[src/rtl/mbinit_sb_tx_arbiter.sv]
// -----------------------------------------------------------------------------
// mbinit_sb_tx_arbiter
//   Shares the single sideband TX path between the MBINIT substate FSMs.
//   Round-robin arbitration picks one requester at a time. Its message is
//   strobed to the serializer, and the arbiter then follows the serializer
//   busy handshake (rise, then fall). When busy falls, the owner receives a
//   one-cycle done pulse. If busy never rises, the owner receives a
//   timeout-error pulse instead.
//
// Ports
//   CLK              clock
//   rst              synchronous reset, active-high
//   i_req_valid      per-requester level request, held until done/timeout
//   i_req_msg        message of requester k at [k*MSG_W +: MSG_W]
//   i_sb_busy        serializer busy
//   o_sb_valid       one-cycle send strobe to the serializer
//   o_sb_msg         latched message, held from ISSUE until back in IDLE
//   o_sb_src         granted requester index
//   o_grant          one-hot owner, high from ISSUE through WAIT_FALL
//   o_done           one-cycle pulse to the owner after busy falls
//   o_timeout_err    one-cycle pulse to the owner when busy never rose
//   o_busy_sideband  combinational: arbiter active or serializer busy
// -----------------------------------------------------------------------------
module mbinit_sb_tx_arbiter #(
    parameter  int N_REQ       = 4,
    parameter  int MSG_W       = 4,
    parameter  int TIMEOUT_CYC = 64,
    localparam int IDW         = (N_REQ > 1) ? $clog2(N_REQ) : 1,
    localparam int CNT_W       = $clog2(TIMEOUT_CYC + 1)
) (
    input  logic                     CLK,
    input  logic                     rst,
    input  logic [N_REQ-1:0]         i_req_valid,
    input  logic [N_REQ*MSG_W-1:0]   i_req_msg,
    input  logic                     i_sb_busy,
    output logic                     o_sb_valid,
    output logic [MSG_W-1:0]         o_sb_msg,
    output logic [IDW-1:0]           o_sb_src,
    output logic [N_REQ-1:0]         o_grant,
    output logic [N_REQ-1:0]         o_done,
    output logic [N_REQ-1:0]         o_timeout_err,
    output logic                     o_busy_sideband
);

    typedef enum logic [1:0] {
        ST_IDLE      = 2'd0,
        ST_ISSUE     = 2'd1,
        ST_WAIT_RISE = 2'd2,
        ST_WAIT_FALL = 2'd3
    } state_e;

    state_e             state_q;
    logic [IDW-1:0]     rr_ptr_q;
    logic [CNT_W-1:0]   cnt_q;
    logic               sb_valid_q;
    logic [MSG_W-1:0]   msg_q;
    logic [IDW-1:0]     src_q;
    logic [N_REQ-1:0]   grant_q;
    logic [N_REQ-1:0]   done_q;
    logic [N_REQ-1:0]   tmo_q;

    logic               hi_hit_s;
    logic [IDW-1:0]     hi_idx_s;
    logic [IDW-1:0]     lo_idx_s;
    logic [IDW-1:0]     pick_idx_s;
    logic [MSG_W-1:0]   pick_msg_s;
    logic [N_REQ-1:0]   pick_oh_s;
    logic [IDW-1:0]     rr_next_s;

    // Round-robin pick. Prefer the lowest valid index at or above rr_ptr. If
    // there is none, wrap to the lowest valid index overall. Scanning from the
    // top down lets the lowest match be written last and win.
    always_comb begin
        hi_hit_s = 1'b0;
        hi_idx_s = '0;
        lo_idx_s = '0;
        for (int j = N_REQ - 1; j >= 0; j--) begin
            lo_idx_s = i_req_valid[j] ? IDW'(j) : lo_idx_s;
            hi_idx_s = (i_req_valid[j] && (IDW'(j) >= rr_ptr_q)) ? IDW'(j) : hi_idx_s;
            hi_hit_s = hi_hit_s | (i_req_valid[j] && (IDW'(j) >= rr_ptr_q));
        end
        if (hi_hit_s) begin
            pick_idx_s = hi_idx_s;
        end else begin
            pick_idx_s = lo_idx_s;
        end
        pick_msg_s = '0;
        pick_oh_s  = '0;
        for (int k = 0; k < N_REQ; k++) begin
            pick_msg_s   = (IDW'(k) == pick_idx_s) ? i_req_msg[k*MSG_W +: MSG_W] : pick_msg_s;
            pick_oh_s[k] = (IDW'(k) == pick_idx_s);
        end
    end

    // Pointer value after the current owner releases the path: owner + 1, modulo N_REQ.
    always_comb begin
        if (src_q == IDW'(N_REQ - 1)) begin
            rr_next_s = '0;
        end else begin
            rr_next_s = src_q + IDW'(1);
        end
    end

    // Arbiter FSM with registered outputs. Pulses default low every cycle.
    always_ff @(posedge CLK) begin
        if (rst) begin
            state_q    <= ST_IDLE;
            rr_ptr_q   <= '0;
            cnt_q      <= '0;
            sb_valid_q <= 1'b0;
            msg_q      <= '0;
            src_q      <= '0;
            grant_q    <= '0;
            done_q     <= '0;
            tmo_q      <= '0;
        end else begin
            sb_valid_q <= 1'b0;
            done_q     <= '0;
            tmo_q      <= '0;
            case (state_q)
                ST_IDLE: begin
                    if ((|i_req_valid) && !i_sb_busy) begin
                        state_q    <= ST_ISSUE;
                        sb_valid_q <= 1'b1;
                        msg_q      <= pick_msg_s;
                        src_q      <= pick_idx_s;
                        grant_q    <= pick_oh_s;
                    end else begin
                        state_q <= ST_IDLE;
                    end
                end
                ST_ISSUE: begin
                    state_q <= ST_WAIT_RISE;
                    cnt_q   <= '0;
                end
                ST_WAIT_RISE: begin
                    // A busy rise takes priority over a timeout in the same cycle.
                    if (i_sb_busy) begin
                        state_q <= ST_WAIT_FALL;
                    end else if (cnt_q == CNT_W'(TIMEOUT_CYC - 1)) begin
                        state_q  <= ST_IDLE;
                        tmo_q    <= grant_q;
                        rr_ptr_q <= rr_next_s;
                        grant_q  <= '0;
                        msg_q    <= '0;
                        src_q    <= '0;
                    end else if (cnt_q < CNT_W'(TIMEOUT_CYC - 1)) begin
                        cnt_q <= cnt_q + CNT_W'(1);
                    end else begin
                        cnt_q <= cnt_q;
                    end
                end
                ST_WAIT_FALL: begin
                    if (!i_sb_busy) begin
                        state_q  <= ST_IDLE;
                        done_q   <= grant_q;
                        rr_ptr_q <= rr_next_s;
                        grant_q  <= '0;
                        msg_q    <= '0;
                        src_q    <= '0;
                    end else begin
                        state_q <= ST_WAIT_FALL;
                    end
                end
                default: begin
                    state_q <= ST_IDLE;
                    grant_q <= '0;
                    msg_q   <= '0;
                    src_q   <= '0;
                end
            endcase
        end
    end

    assign o_sb_valid      = sb_valid_q;
    assign o_sb_msg        = msg_q;
    assign o_sb_src        = src_q;
    assign o_grant         = grant_q;
    assign o_done          = done_q;
    assign o_timeout_err   = tmo_q;
    assign o_busy_sideband = (state_q != ST_IDLE) | i_sb_busy;

endmodule

[config.mk]
export PLATFORM = sky130hd
export DESIGN_NAME = mbinit_sb_tx_arbiter
export DESIGN_NICKNAME = d
export VERILOG_FILES = /design/src/rtl/mbinit_sb_tx_arbiter.sv
export SDC_FILE = /design/constraint.sdc
export NUM_CORES = 1
export LEC_CHECK = 0
export CORE_AREA = 2 2 55 57
export DETAILED_ROUTE_END_ITERATION = 6
export DIE_AREA = 0 0 57 59
export PLACE_DENSITY = 0.82
export SLEW_MARGIN = 10
export SYNTH_ARGS = -nofsm -noshare
export SYNTH_HDL_FRONTEND = slang
export SYNTH_SLANG_ARGS = --single-unit
[constraint.sdc]
create_clock -name CLK -period 3.48 [get_ports CLK]
set_input_delay 0.696 -clock CLK [delete_from_list [all_inputs] [get_ports CLK]]
set_output_delay 0.696 -clock CLK [all_outputs]
set_load 0.02 [all_outputs]
==> results.txt <==
The total wire length after detailed routing came out at 2.98 mm. The startpoint identified for the worst hold timing path is o_sb_msg[0]. The critical path is of the input pin to output port type. The initial DRC count is 35. The number of antenna diodes in the final layout is 0.

The clock sink total is 30. For this run, the total global-route usage over all layers was measured as 18.7%. The data arrival at the endpoint of the critical path came out at 2.16 ns. By instance count, the leading cell after synthesis is dfxtp_1.

For the final database, setup skew stands at 0.00812 ns. The first-pass GRT wire length came out at 4.72 mm. The number of cell rows is 19.

The cell sitting at the root of the clock tree is a clkbuf_4. Subtracting the final worst setup slack from the clock period gives 2.86 ns. Of all nets on the critical path, the largest fanout is 8. The total negative setup slack is 0 ns.

The endpoint identified for the worst register-to-register timing path is o_sb_msg[3]. The placeable core region is 2710 um2. The share of the synthesized area in the top cell type came out at 46.4%. The number of antenna violations at the first check in global routing came out at 0. The horizontal extent of the die is 57 um.

The estimated wirelength of the detail-placed design came out at 2.19 mm. The post-synthesis async set-or-reset flop share came out at 0%. The deepest clock path buffer count is 2. In this run the critical register-to-register path is launched from rr_ptr_q[1]. The aggregate global routing overflow came out at 0. Walking the worst path, the cells encountered are clkdlybuf4s50_1 -> or3_1 -> clkdlybuf4s50_1. Dividing the detail-routed wire length by the instance count gives 14.8 um. The total of endpoints with negative setup slack in the final report came out at 0. Setup repair after global routing left no endpoint under its margin. The setup slack on the worst flop-to-flop path is 1.45 ns. The sort of element at the start of the critical path is an input pin. When the netlist entered floorplanning its net count stood at 148.

The number of I/O port buffers is 42. Before antenna repair, the detailed router went through 4 iterations. The number of synthesized register bits came out at 30. The hold violation count in the final report came out at 0. The max capacitance violation total came out at 0. Once the clock tree was built, the setup fixing pass inserted 0 buffers. The clock tree from TritonCTS is done.

The count of pins on the block boundary came out at 43. The number of gates resized after CTS was 0. The power density relative to cell area came out at 417 nW/um2. The proportion of synthesized chip area in sequential cells came out at 46.4%.

The post-cts hold buffer count came out at 0. The via count is 1124. The leakage dissipation is 0.664 nW. The detailed-route vias per instance came out at 5.59. In this run the worst hold path is classified as register to register.

The filler cell count in the final layout came out at 226. The post-synth design cell area came out at 1290 um2. The area of the multi-input gates came out at 664 um2. The clock insertion delay at the later pin of the skew report is 0.33 ns. The number of buffers created by CTS is 5. The period utilization is 82.2%. The number of pins with negative max-slew slack in the final report came out at 0. The overall die area came out at 3360 um2.

On the final layout, the worst hold slack is 0.497 ns. Across the VDD grid, the largest voltage drop is 0.000320 V. The detail route stage leaves a number of antenna-violating nets equal to 0. The number of cells on the worst hold path is 1. The post-layout instance area is 1810 um2. In the post-synthesis netlist, the biggest area contributors are dfxtp_1 (46%), mux4_1 (6.1%), a22o_1 (4.1%), and2_1 (3.9%), nor2_1 (3.8%).

The stage delay of the slowest cell on the critical path came out at 0.55 ns. The maximum number of pins on one net before global-route repair came out at 11. Broken down by cell family, the worst path's largest delay share belongs to buffers and inverters. The slowest stage of the critical path is the clkdlybuf4s50_1 cell. The flow ran to the end, and the final reports show no timing, DRC or antenna violations. The number of non-filler instances in the completed layout came out at 201. The post-layout net count came out at 194.

The commonest cells after synthesis are dfxtp_1 (30), nor2_1 (13), and2_1 (8), nand2_1 (7). After detailed routing, the number of remaining DRC violations is 0. The yosys synthesis warning count came out at 0.

The total cell area at the placement stage came out at 1740 um2. The number of cells on the worst reg-to-reg path is 5. The vertical die dimension is 59 um. The post-placement cell count is 193. The number of enable-type register cells in the synthesized netlist is 0. The measured slew at the worst slew-check pin is 0.591 ns. Tracing the worst setup path back leads to its startpoint at i_sb_busy.

The cell that appears most often on the critical path is clkdlybuf4s50_1. The achievable frequency came out at 350 MHz. The clock input transition at the sequential cells of the worst setup and hold paths is 0.10 ns.

Relative to the synthesized area, the layout overhead comes to 40.0%. The critical path buffer and inverter count is 2. The worst relative slew slack came out at 60.4%.

The total number of H-tree levels came out at 2. The via count of the first global-routing pass came out at 1065. The post-synthesis average cell area came out at 10.5 um2. At the worst endpoint, the required time is 2.78 ns. The number of distinct standard cells referenced by the synthesized netlist came out at 38.

The initial core utilization came out at 47.8%. The sequential cell area came out at 601 um2. The biggest area contributor in the post-synthesis netlist is dfxtp_1. In the synthesized netlist the dominant register cell turns out to be dfxtp_1. After technology mapping, the gate count stands at 123. The weighted congestion reported at the end of routability-driven placement is 0.733.

The end-of-flow core utilization is 66.9%. The critical path endpoint category is an output port. The fraction of layout instances using a drive strength above 1 came out at 10.0%. The terminating pin of the worst hold path is o_sb_msg[0].
[worst reg2reg max path, stage by stage (launching register included)]
cell and delay [ns]:
dfxtp_1 0.49, a21oi_2 0.09, o21a_1 0.20, o22ai_2 0.35
mux4_2 0.56, a22o_1 0.25
[how the worst max path moves through the flow]
| stage | slack [ns] | endpoint | cells past startpoint |
|---|---|---|---|
| 5_1_grt | 0.60 | o_busy_sideband | 3 |
| 4_1_cts | 0.63 | o_busy_sideband | 3 |
| 3_3_place_gp | 0.66 | o_busy_sideband | 3 |
| 3_5_place_dp | 0.64 | o_busy_sideband | 3 |
| 2_1_floorplan | 1.42 | o_sb_msg[0] | 5 |
| 6_report | 0.62 | o_busy_sideband | 3 |
[flip-flops by register name (all words and copies together), names as in the netlist]
signal / cells
rr_ptr_q: 2
o_sb_msg: 4
o_sb_src: 2
o_timeout_err: 4
o_sb_valid: 1
state_q: 2
cnt_q: 7
o_grant: 4
o_done: 4
[routing by layer]
metal / global-route usage (%) / part of all wire [%] / vias to the layer above
met5: 0 / 0 / -
met4: 10.6 / 1.7 / 0
met3: 6.77 / 5.3 / 6
met2: 30.2 / 51 / 35
met1: 21.6 / 42 / 536
li1: - / - / 547
[kinds of logic after synthesis]
group / after synthesis / share of synthesized area (%)
multiplexers: 8 / 11.0
AND/OR/NAND/NOR: 49 / 21.8
adder cells (fa/ha/maj): 2 / 1.93
flip-flops: 30 / 46.4
buffers and inverters: 6 / 2.32
XOR/XNOR: 2 / 1.35
AO/OA/AOI/OAI: 26 / 15.2
[stage by stage]
step / setup slack (ns) / power [mW]
after CTS: 0.632 / 0.757
after global routing: 0.600 / 0.783
after global placement: 0.660 / 0.487
after floorplan: 1.42 / 0.432
final: 0.620 / 0.756
after detailed placement: 0.644 / 0.490
[placed cells by master (no fill, tap or decap), types with 2 or more instances in the layout]
cell	n
o2bb2ai_1	4
nand2b_1	3
nand2_1	7
clkinv_2	2
clkdlybuf4s50_1	42
nor3_1	3
and2_1	8
xnor2_1	2
mux2i_1	3
nor2_1	13
and3_1	2
nand3_1	2
dfxtp_1	30
a21oi_1	6
and4_1	2
a22o_1	6
clkbuf_4	5
o21ai_0	2
nor4_1	2
mux4_1	3
inv_1	3
ha_1	2
[final cells by class]
| type | count | area share [%] |
|---|---|---|
| sequential | 30 | 33.1 |
| multi-input combinational | 87 | 36.6 |
| tap | 31 | 2.14 |
| inverter | 3 | 0.621 |
| clock inverter | 3 | 2.21 |
| timing repair buffer | 42 | 23.2 |
| clock buffer | 5 | 2.07 |
[report_power, final]
group / total [mW] / switching [mW] / internal, mW
sequential: 0.366 / 0.0113 / 0.355
clock: 0.272 / 0.123 / 0.149
combinational: 0.117 / 0.0523 / 0.0651
(Power assumes the default switching activity.)
